==> config.mk <==
export PLATFORM = sky130hd
export DESIGN_NAME = uart_tx_cfg_flat
export DESIGN_NICKNAME = d
export VERILOG_FILES = /design/src/rtl/uart_tx_cfg_if.sv /design/src/rtl/uart_tx_cfg.sv /design/src/flat_wrapper.sv
export SDC_FILE = /design/constraint.sdc
export NUM_CORES = 1
export LEC_CHECK = 0
export ABC_AREA = 1
export CORE_MARGIN = 2
export CORE_UTILIZATION = 41
export DETAILED_ROUTE_END_ITERATION = 6
export DONT_BUFFER_PORTS = 1
export GPL_TIMING_DRIVEN = 0
export PLACE_DENSITY_LB_ADDON = 0.3
export SETUP_SLACK_MARGIN = 0.1
export SYNTH_ARGS = -nofsm -noshare
export SYNTH_HDL_FRONTEND = slang
export SYNTH_SLANG_ARGS = --single-unit
==> constraint.sdc <==
create_clock -name i_Clock -period 2.4 [get_ports i_Clock]
set_clock_uncertainty 0.05 [all_clocks]
set_input_delay 0.48 -clock i_Clock [delete_from_list [all_inputs] [get_ports i_Clock]]
set_output_delay 0.48 -clock i_Clock [all_outputs]
set_load 0.02 [all_outputs]
==> src/rtl/uart_tx_cfg_if.sv <==
// Word-queue side of the UART transmitter: write strobe/data in, FIFO status and serial line out.
// The slave modport is the transmitter; the master modport is the bus-side writer.
interface uart_tx_cfg_if #(
  parameter int DATA_BITS  = 8,
  parameter int FIFO_DEPTH = 4
);
  localparam int CW = $clog2(FIFO_DEPTH) + 1;

  logic                 i_TX_DV;
  logic [DATA_BITS-1:0] i_TX_Byte;
  logic                 o_TX_Ready;
  logic                 o_TX_Overrun;
  logic [CW-1:0]        o_FIFO_Count;
  logic                 o_TX_Active;
  logic                 o_TX_Serial;
  logic                 o_TX_Done;

  modport master (
    output i_TX_DV, i_TX_Byte,
    input  o_TX_Ready, o_TX_Overrun, o_FIFO_Count, o_TX_Active, o_TX_Serial, o_TX_Done
  );

  modport slave (
    input  i_TX_DV, i_TX_Byte,
    output o_TX_Ready, o_TX_Overrun, o_FIFO_Count, o_TX_Active, o_TX_Serial, o_TX_Done
  );
endinterface

==> src/rtl/uart_tx_cfg.sv <==
// Parametrised UART transmitter with input FIFO; frames go out back-to-back with no idle gap.
// Optional line-break control is compiled in with UART_TX_BREAK_EN (adds port i_TX_Break).
module uart_tx_cfg #(
  parameter int CLKS_PER_BIT = 217,
  parameter int DATA_BITS    = 8,
  parameter int PARITY       = 0,
  parameter int STOP_BITS    = 1,
  parameter int FIFO_DEPTH   = 4
) (
  input  logic i_Clock,
  input  logic i_Rst_L,
`ifdef UART_TX_BREAK_EN
  input  logic i_TX_Break,
`endif
  uart_tx_cfg_if.slave bus
);
  localparam int AW = $clog2(FIFO_DEPTH);
  localparam int CW = AW + 1;
  localparam int BW = $clog2(CLKS_PER_BIT);
  localparam logic [BW-1:0] BAUD_MAX  = BW'(CLKS_PER_BIT - 1);
  localparam logic [CW-1:0] FULL      = CW'(FIFO_DEPTH);
  localparam logic [3:0]    LAST_DATA = 4'(DATA_BITS - 1);
  localparam logic [3:0]    LAST_STOP = 4'(STOP_BITS - 1);

  typedef enum logic [2:0] {
    S_IDLE   = 3'd0,
    S_START  = 3'd1,
    S_DATA   = 3'd2,
    S_PARITY = 3'd3,
    S_STOP   = 3'd4
  } state_t;

  logic [DATA_BITS-1:0] r_mem [FIFO_DEPTH];
  logic [AW-1:0]        r_wr_ptr, r_rd_ptr;
  logic [CW-1:0]        r_count;
  logic                 r_ready, r_overrun;

  state_t               r_state;
  logic [BW-1:0]        r_baud;
  logic [3:0]           r_bit_idx;
  logic [DATA_BITS-1:0] r_shift;
  logic                 r_parity;
  logic                 r_serial, r_active, r_done;

  logic                 w_push, w_pop, w_bit_end, w_last_stop, w_brk_block, w_head_par;
  logic [CW-1:0]        w_count_next;
  logic [DATA_BITS-1:0] w_head;

`ifdef UART_TX_BREAK_EN
  // r_brk_seen stays set from break entry until one full high bit period has elapsed
  logic r_brk_seen;
  assign w_brk_block = i_TX_Break | r_brk_seen;
`else
  assign w_brk_block = 1'b0;
`endif

  assign w_head      = r_mem[r_rd_ptr];
  assign w_head_par  = ^w_head;
  assign w_push      = bus.i_TX_DV & r_ready;
  assign w_bit_end   = (r_baud == BAUD_MAX);
  assign w_last_stop = (r_state == S_STOP) && w_bit_end && (r_bit_idx == LAST_STOP);
  assign w_pop       = (r_count != '0) && !w_brk_block && ((r_state == S_IDLE) || w_last_stop);

  always_comb begin
    w_count_next = r_count;
    case ({w_push, w_pop})
      2'b10:   w_count_next = r_count + 1'b1;
      2'b01:   w_count_next = r_count - 1'b1;
      default: w_count_next = r_count;
    endcase
  end

  always_ff @(posedge i_Clock) begin
    if (w_push) r_mem[r_wr_ptr] <= bus.i_TX_Byte;
  end

  always_ff @(posedge i_Clock or negedge i_Rst_L) begin
    if (!i_Rst_L) begin
      r_wr_ptr  <= '0;
      r_rd_ptr  <= '0;
      r_count   <= '0;
      r_ready   <= 1'b1;
      r_overrun <= 1'b0;
    end else begin
      if (w_push) r_wr_ptr <= r_wr_ptr + 1'b1;
      if (w_pop)  r_rd_ptr <= r_rd_ptr + 1'b1;
      r_count   <= w_count_next;
      r_ready   <= (w_count_next != FULL);
      r_overrun <= bus.i_TX_DV & ~r_ready;
    end
  end

  always_ff @(posedge i_Clock or negedge i_Rst_L) begin
    if (!i_Rst_L) begin
      r_state    <= S_IDLE;
      r_baud     <= '0;
      r_bit_idx  <= '0;
      r_shift    <= '0;
      r_parity   <= 1'b0;
      r_serial   <= 1'b1;
      r_active   <= 1'b0;
      r_done     <= 1'b0;
`ifdef UART_TX_BREAK_EN
      r_brk_seen <= 1'b0;
`endif
    end else begin
      r_done <= 1'b0;
      if (r_state != S_IDLE) r_baud <= w_bit_end ? '0 : r_baud + 1'b1;
      // A pop loads the head word and starts the start bit on the same edge
      if (w_pop) begin
        r_state   <= S_START;
        r_serial  <= 1'b0;
        r_active  <= 1'b1;
        r_shift   <= w_head;
        r_parity  <= (PARITY == 1) ? ~w_head_par : w_head_par;
        r_bit_idx <= '0;
      end
      case (r_state)
        S_IDLE: begin
          r_baud    <= '0;
          r_bit_idx <= '0;
          if (!w_pop) begin
            r_serial <= 1'b1;
            r_active <= 1'b0;
          end
`ifdef UART_TX_BREAK_EN
          if (i_TX_Break) begin
            r_serial   <= 1'b0;
            r_brk_seen <= 1'b1;
          end else if (r_brk_seen) begin
            if (r_baud == BAUD_MAX) r_brk_seen <= 1'b0;
            else                    r_baud     <= r_baud + 1'b1;
          end
`endif
        end
        S_START: begin
          if (w_bit_end) begin
            r_state   <= S_DATA;
            r_serial  <= r_shift[0];
            r_bit_idx <= '0;
          end
        end
        S_DATA: begin
          if (w_bit_end) begin
            if (r_bit_idx == LAST_DATA) begin
              r_bit_idx <= '0;
              if (PARITY != 0) begin
                r_state  <= S_PARITY;
                r_serial <= r_parity;
              end else begin
                r_state  <= S_STOP;
                r_serial <= 1'b1;
              end
            end else begin
              r_serial  <= r_shift[1];
              r_shift   <= {1'b0, r_shift[DATA_BITS-1:1]};
              r_bit_idx <= r_bit_idx + 1'b1;
            end
          end
        end
        S_PARITY: begin
          if (w_bit_end) begin
            r_state   <= S_STOP;
            r_serial  <= 1'b1;
            r_bit_idx <= '0;
          end
        end
        S_STOP: begin
          if (w_bit_end) begin
            if (r_bit_idx == LAST_STOP) begin
              r_done <= 1'b1;
              if (!w_pop) begin
                r_state  <= S_IDLE;
                r_active <= 1'b0;
                r_serial <= 1'b1;
`ifdef UART_TX_BREAK_EN
                if (i_TX_Break) begin
                  r_serial   <= 1'b0;
                  r_brk_seen <= 1'b1;
                end
`endif
              end
            end else begin
              r_bit_idx <= r_bit_idx + 1'b1;
            end
          end
        end
        default: begin
          r_state  <= S_IDLE;
          r_serial <= 1'b1;
          r_active <= 1'b0;
          r_baud   <= '0;
        end
      endcase
    end
  end

  assign bus.o_TX_Ready   = r_ready;
  assign bus.o_TX_Overrun = r_overrun;
  assign bus.o_FIFO_Count = r_count;
  assign bus.o_TX_Active  = r_active;
  assign bus.o_TX_Serial  = r_serial;
  assign bus.o_TX_Done    = r_done;
endmodule

==> src/flat_wrapper.sv <==
// flat-port wrapper written by rule: the top's interface ports become plain ports
module uart_tx_cfg_flat 
#(
  parameter int CLKS_PER_BIT = 217,
  parameter int DATA_BITS    = 8,
  parameter int PARITY       = 0,
  parameter int STOP_BITS    = 1,
  parameter int FIFO_DEPTH   = 4
)
  (i_Clock, i_Rst_L, bus_i_TX_DV, bus_i_TX_Byte, bus_o_TX_Ready, bus_o_TX_Overrun, bus_o_FIFO_Count, bus_o_TX_Active, bus_o_TX_Serial, bus_o_TX_Done);
  uart_tx_cfg_if #(.DATA_BITS(DATA_BITS), .FIFO_DEPTH(FIFO_DEPTH)) bus_i ();
  input  logic i_Clock;
  input  logic i_Rst_L;
  input wire logic [$bits(bus_i.i_TX_DV)-1:0] bus_i_TX_DV;
  input wire logic [$bits(bus_i.i_TX_Byte)-1:0] bus_i_TX_Byte;
  output wire logic [$bits(bus_i.o_TX_Ready)-1:0] bus_o_TX_Ready;
  output wire logic [$bits(bus_i.o_TX_Overrun)-1:0] bus_o_TX_Overrun;
  output wire logic [$bits(bus_i.o_FIFO_Count)-1:0] bus_o_FIFO_Count;
  output wire logic [$bits(bus_i.o_TX_Active)-1:0] bus_o_TX_Active;
  output wire logic [$bits(bus_i.o_TX_Serial)-1:0] bus_o_TX_Serial;
  output wire logic [$bits(bus_i.o_TX_Done)-1:0] bus_o_TX_Done;
  assign bus_i.i_TX_DV = bus_i_TX_DV;
  assign bus_i.i_TX_Byte = bus_i_TX_Byte;
  assign bus_o_TX_Ready = bus_i.o_TX_Ready;
  assign bus_o_TX_Overrun = bus_i.o_TX_Overrun;
  assign bus_o_FIFO_Count = bus_i.o_FIFO_Count;
  assign bus_o_TX_Active = bus_i.o_TX_Active;
  assign bus_o_TX_Serial = bus_i.o_TX_Serial;
  assign bus_o_TX_Done = bus_i.o_TX_Done;
  uart_tx_cfg #(.CLKS_PER_BIT(CLKS_PER_BIT), .DATA_BITS(DATA_BITS), .PARITY(PARITY), .STOP_BITS(STOP_BITS), .FIFO_DEPTH(FIFO_DEPTH)) u_core (.i_Clock(i_Clock), .i_Rst_L(i_Rst_L), .bus(bus_i));
endmodule
==> out/qor.yml <==
run_status:
  status: "finished clean"
synth:
  synth-seq-area-share_pct: 56.8
  syn-num-nets: 359
  ys_types: 35
  avgSynthCellArea_um2: 9.59
  synth_edf_count: 32
  ys_seq_elements: 67
  synth-main-ff-cell: "dfrtp_1"
  yosys_warnings: 0
  synth_area_um2: 3240
  netlist_instances: 338
  synthArstFlopShare_pct: 52.2
flow_run:
  maxCapViolCount: 0
global_route:
  grt_max_degree: 36
  grt_pass1_wl_mm: 10.3
  antenna_found_initial: 0
  grt_remaining_overflow: 0
  grt.total_usage_pct: 15.5
  first_global_vias: 2262
timing:
  timing.final.crit_share_pct: 94.6
  tightest_slew_ps: 825
  max_freq_mhz: 440
  finalHoldViolCount: 0
  setup_tns_ps: 0
  report.final.slew_viol_count: 0
  final.setup.worst_slack_ps: 129
  fin_crit_ps: 2270
  rsz0062_at_grt: "true"
  setup_viol_count_final: 0
  max-slew-margin-rel_pct: 44.8
floorplanning:
  coreArea_um2: 7690
  die_w_um: 92.9
  die-area_um2: 8630
  rows: 32
  die_y_um: 92.9
  io_pins: 19
  initial_utilization_pct: 42.2
routing:
  drt-initial-drc-count: 89
  dr.pass1.iters: 4
  drc: 0
  antenna_left: 0
  wirelength_mm: 6.12
  via_per_inst: 4.84
  wl_per_cell_um: 13.1
  via_count: 2255
critical_path:
  slowest_delay_ps: 400
  r2r-start: "u_core.r_bit_idx[0]"
  cpMostUsedCell: "inv_2"
  cp_slowest_cell: "dfrtp_1"
  cp_max_fo: 3
  arrival_ps: 2500
  cp_data_required_time_ps: 2630
  worstSetupPathType: "reg -> reg"
  crit_buf_inv: 2
  rrSetupSlack_ps: 130
  r2r_cells: 12
  critPathLaunchType: "register"
  r2r_end: "u_core.bus.o_TX_Ready"
  cp_cell_sequence: "inv_2, ha_4, nor3b_4, nand3_4, a21oi_4, ha_2, inv_2, fa_2, a21oi_2, o21ai_1, xnor2_1, nand2_1"
  worst_setup_path_end_kind: "register"
  critPathTopFamily: "adder cells"
pwr:
  power_density_nw_per_um2: 1140
  vdd_drop_max_uv: 615
  power_w: 0.00422
  p_leak_nw: 1.62
clock_tree:
  cts_buffers: 9
  clock_latency_ps: 350
  cts_num_sinks: 67
  clkTransAtPathRegs_ps: 80
  htree_levels: 3
  clock-root-buffer: "clkbuf_8"
  clockBufferDepth: 2
  cts_tree: "yes"
placed_design:
  place_congestion: 0.766
  place_hpwl_mm: 4.05
  post-place-ws_ps: -145
  dp.cells: 440
  port_buffers: 0
min_path:
  min-delay-start: "bus_i_TX_Byte[7]"
  min_path_cells: 0
  hold_path.class: "in -> reg"
  holdPathEnd: "u_core.r_mem[3][7]"
final_layout:
  final_util_pct: 48.3
  n_antenna_cell: 0
  multiInputGateArea_um2: 1250
  final_cells: 466
  syn_to_final_growth_pct: 14.6
  fillers: 735
  seqCellArea_um2: 1840
  layout-drive-gt1-share_pct: 16.2
  fin_nets: 380
## layout make-up
cell class | count | share of cell area [%]
clock buffers | 10 | 3.44
repair buffers | 10 | 2.43
inverters | 44 | 4.45
clock inverters | 6 | 1.92
plain buffers | 7 | 1.04
flip-flops and latches | 67 | 49.5
well taps | 102 | 3.44
multi-input cells | 220 | 33.8
## power by group
group	internal, W	switching [W]	leakage, nW
sequential	0.00152	0.000214	0.726
clock	0.000490	0.000458	0.0939
combinational	0.000560	0.000978	0.804
## metrics by stage
stage	hold WS [ps]	cell area (um2)
finish	167	3710
CTS	147	3670
global route	135	3710
detailed placement	136	3390
global placement	136	3390
floorplan	134	3260
## worst register-to-register path, cell delays in order, from the launching register on
cell and delay, ps:
dfrtp_1 400, inv_2 90, ha_4 130, nor3b_4 260, nand3_4 120, a21oi_4 160, ha_2 190, inv_2 50
fa_2 340, a21oi_2 110, o21ai_1 80, xnor2_1 170, nand2_1 80
## cells by family after synthesis
kind of cell	Yosys count	share of synthesized area, %
XOR/XNOR	9	2.43
AO/OA/AOI/OAI	47	7.49
flip-flops	67	56.8
buffers and inverters	51	6.29
AND/OR/NAND/NOR	154	22.9
adder cells (fa/ha/maj)	10	4.09
## repair_timing
action | CTS | global route
buffers inserted | 7 | 1
setup endpoints to repair | 3 | 2
gates resized for setup | 1 | 8
pin swaps | 6 | 0
endpoints found under the hold margin | 35 | 0
hold buffers | 2 | 0
cloned | 0 | 0
## synthesized netlist by cell type, types with 2 or more instances
master | n | share of area (%)
a21oi_1 | 9 | 1.4
and3_1 | 2 | 0.39
buf_2 | 4 | 0.62
clkbuf_1 | 2 | 0.23
dfrtp_1 | 33 | 25
dfstp_2 | 2 | 1.6
edfxtp_1 | 32 | 30
ha_1 | 9 | 3.5
inv_1 | 38 | 4.4
inv_2 | 5 | 0.58
nand2_1 | 47 | 5.4
nand2_2 | 4 | 0.77
nand2_4 | 2 | 0.69
nand3_1 | 26 | 4.0
nand3b_1 | 3 | 0.69
nor2_1 | 55 | 6.4
nor3_1 | 5 | 0.77
nor3_2 | 2 | 0.62
nor3_4 | 2 | 1.0
o21ai_0 | 26 | 4.0
o21ai_1 | 9 | 1.4
xnor2_1 | 4 | 1.1
xor2_1 | 5 | 1.4
## layer usage
layer	GRT usage (%)	vias up	share of wire, %
met5	0	-	0
met4	4.17	0	0.96
met3	6.83	8	5.7
met2	26.0	47	50
met1	18.3	1055	43
li1	-	1145	-
## worst max path at each step
| stage | slack, ps | depth (start not counted) | start | end |
|---|---|---|---|---|
| 6_report | 130 | 12 | u_core.r_bit_idx[0] | u_core.bus.o_TX_Ready |
| 5_1_grt | -3 | 12 | u_core.r_bit_idx[0] | u_core.bus.o_TX_Ready |
| 4_1_cts | 100 | 12 | u_core.r_bit_idx[0] | u_core.bus.o_TX_Ready |
| 3_5_place_dp | -150 | 11 | u_core.r_bit_idx[0] | u_core.bus.o_TX_Ready |
| 3_3_place_gp | -100 | 12 | u_core.r_bit_idx[0] | u_core.bus.o_TX_Ready |
| 2_1_floorplan | 100 | 12 | u_core.r_bit_idx[0] | u_core.bus.o_TX_Ready |
## layout by cell type (no fill, tap or decap), drive strengths merged, types with 2 or more instances in the layout
master / synthesis / routed
nor2: 57 / 57
nand2: 53 / 53
inv: 43 / 46
o21ai: 35 / 35
dfrtp: 33 / 33
edfxtp: 32 / 32
nand3: 27 / 27
buf: 5 / 14
clkbuf: 2 / 12
a21oi: 10 / 10
ha: 9 / 9
nor3: 9 / 9
xor2: 5 / 5
xnor2: 4 / 4
nand3b: 3 / 3
and3: 2 / 2
clkinvlp: 0 / 2
dfstp: 2 / 2
nor3b: 2 / 2
## sequential cells by signal, summed over array words and instances, names as in the netlist
| name | cells |
|---|---|
| u_core.bus.o_TX_Done | 1 |
| u_core.bus.o_TX_Overrun | 1 |
| u_core.r_mem | 32 |
| u_core.bus.o_TX_Serial | 1 |
| u_core.bus.o_TX_Ready | 1 |
| u_core.r_wr_ptr | 2 |
| u_core.r_shift | 8 |
| u_core.bus.o_TX_Active | 1 |
| u_core.r_bit_idx | 4 |
| u_core.bus.o_FIFO_Count | 3 |
| u_core.r_rd_ptr | 2 |
| u_core.r_state | 3 |
| u_core.r_baud | 8 |
Note: power is estimated with default switching activity, not from simulation.
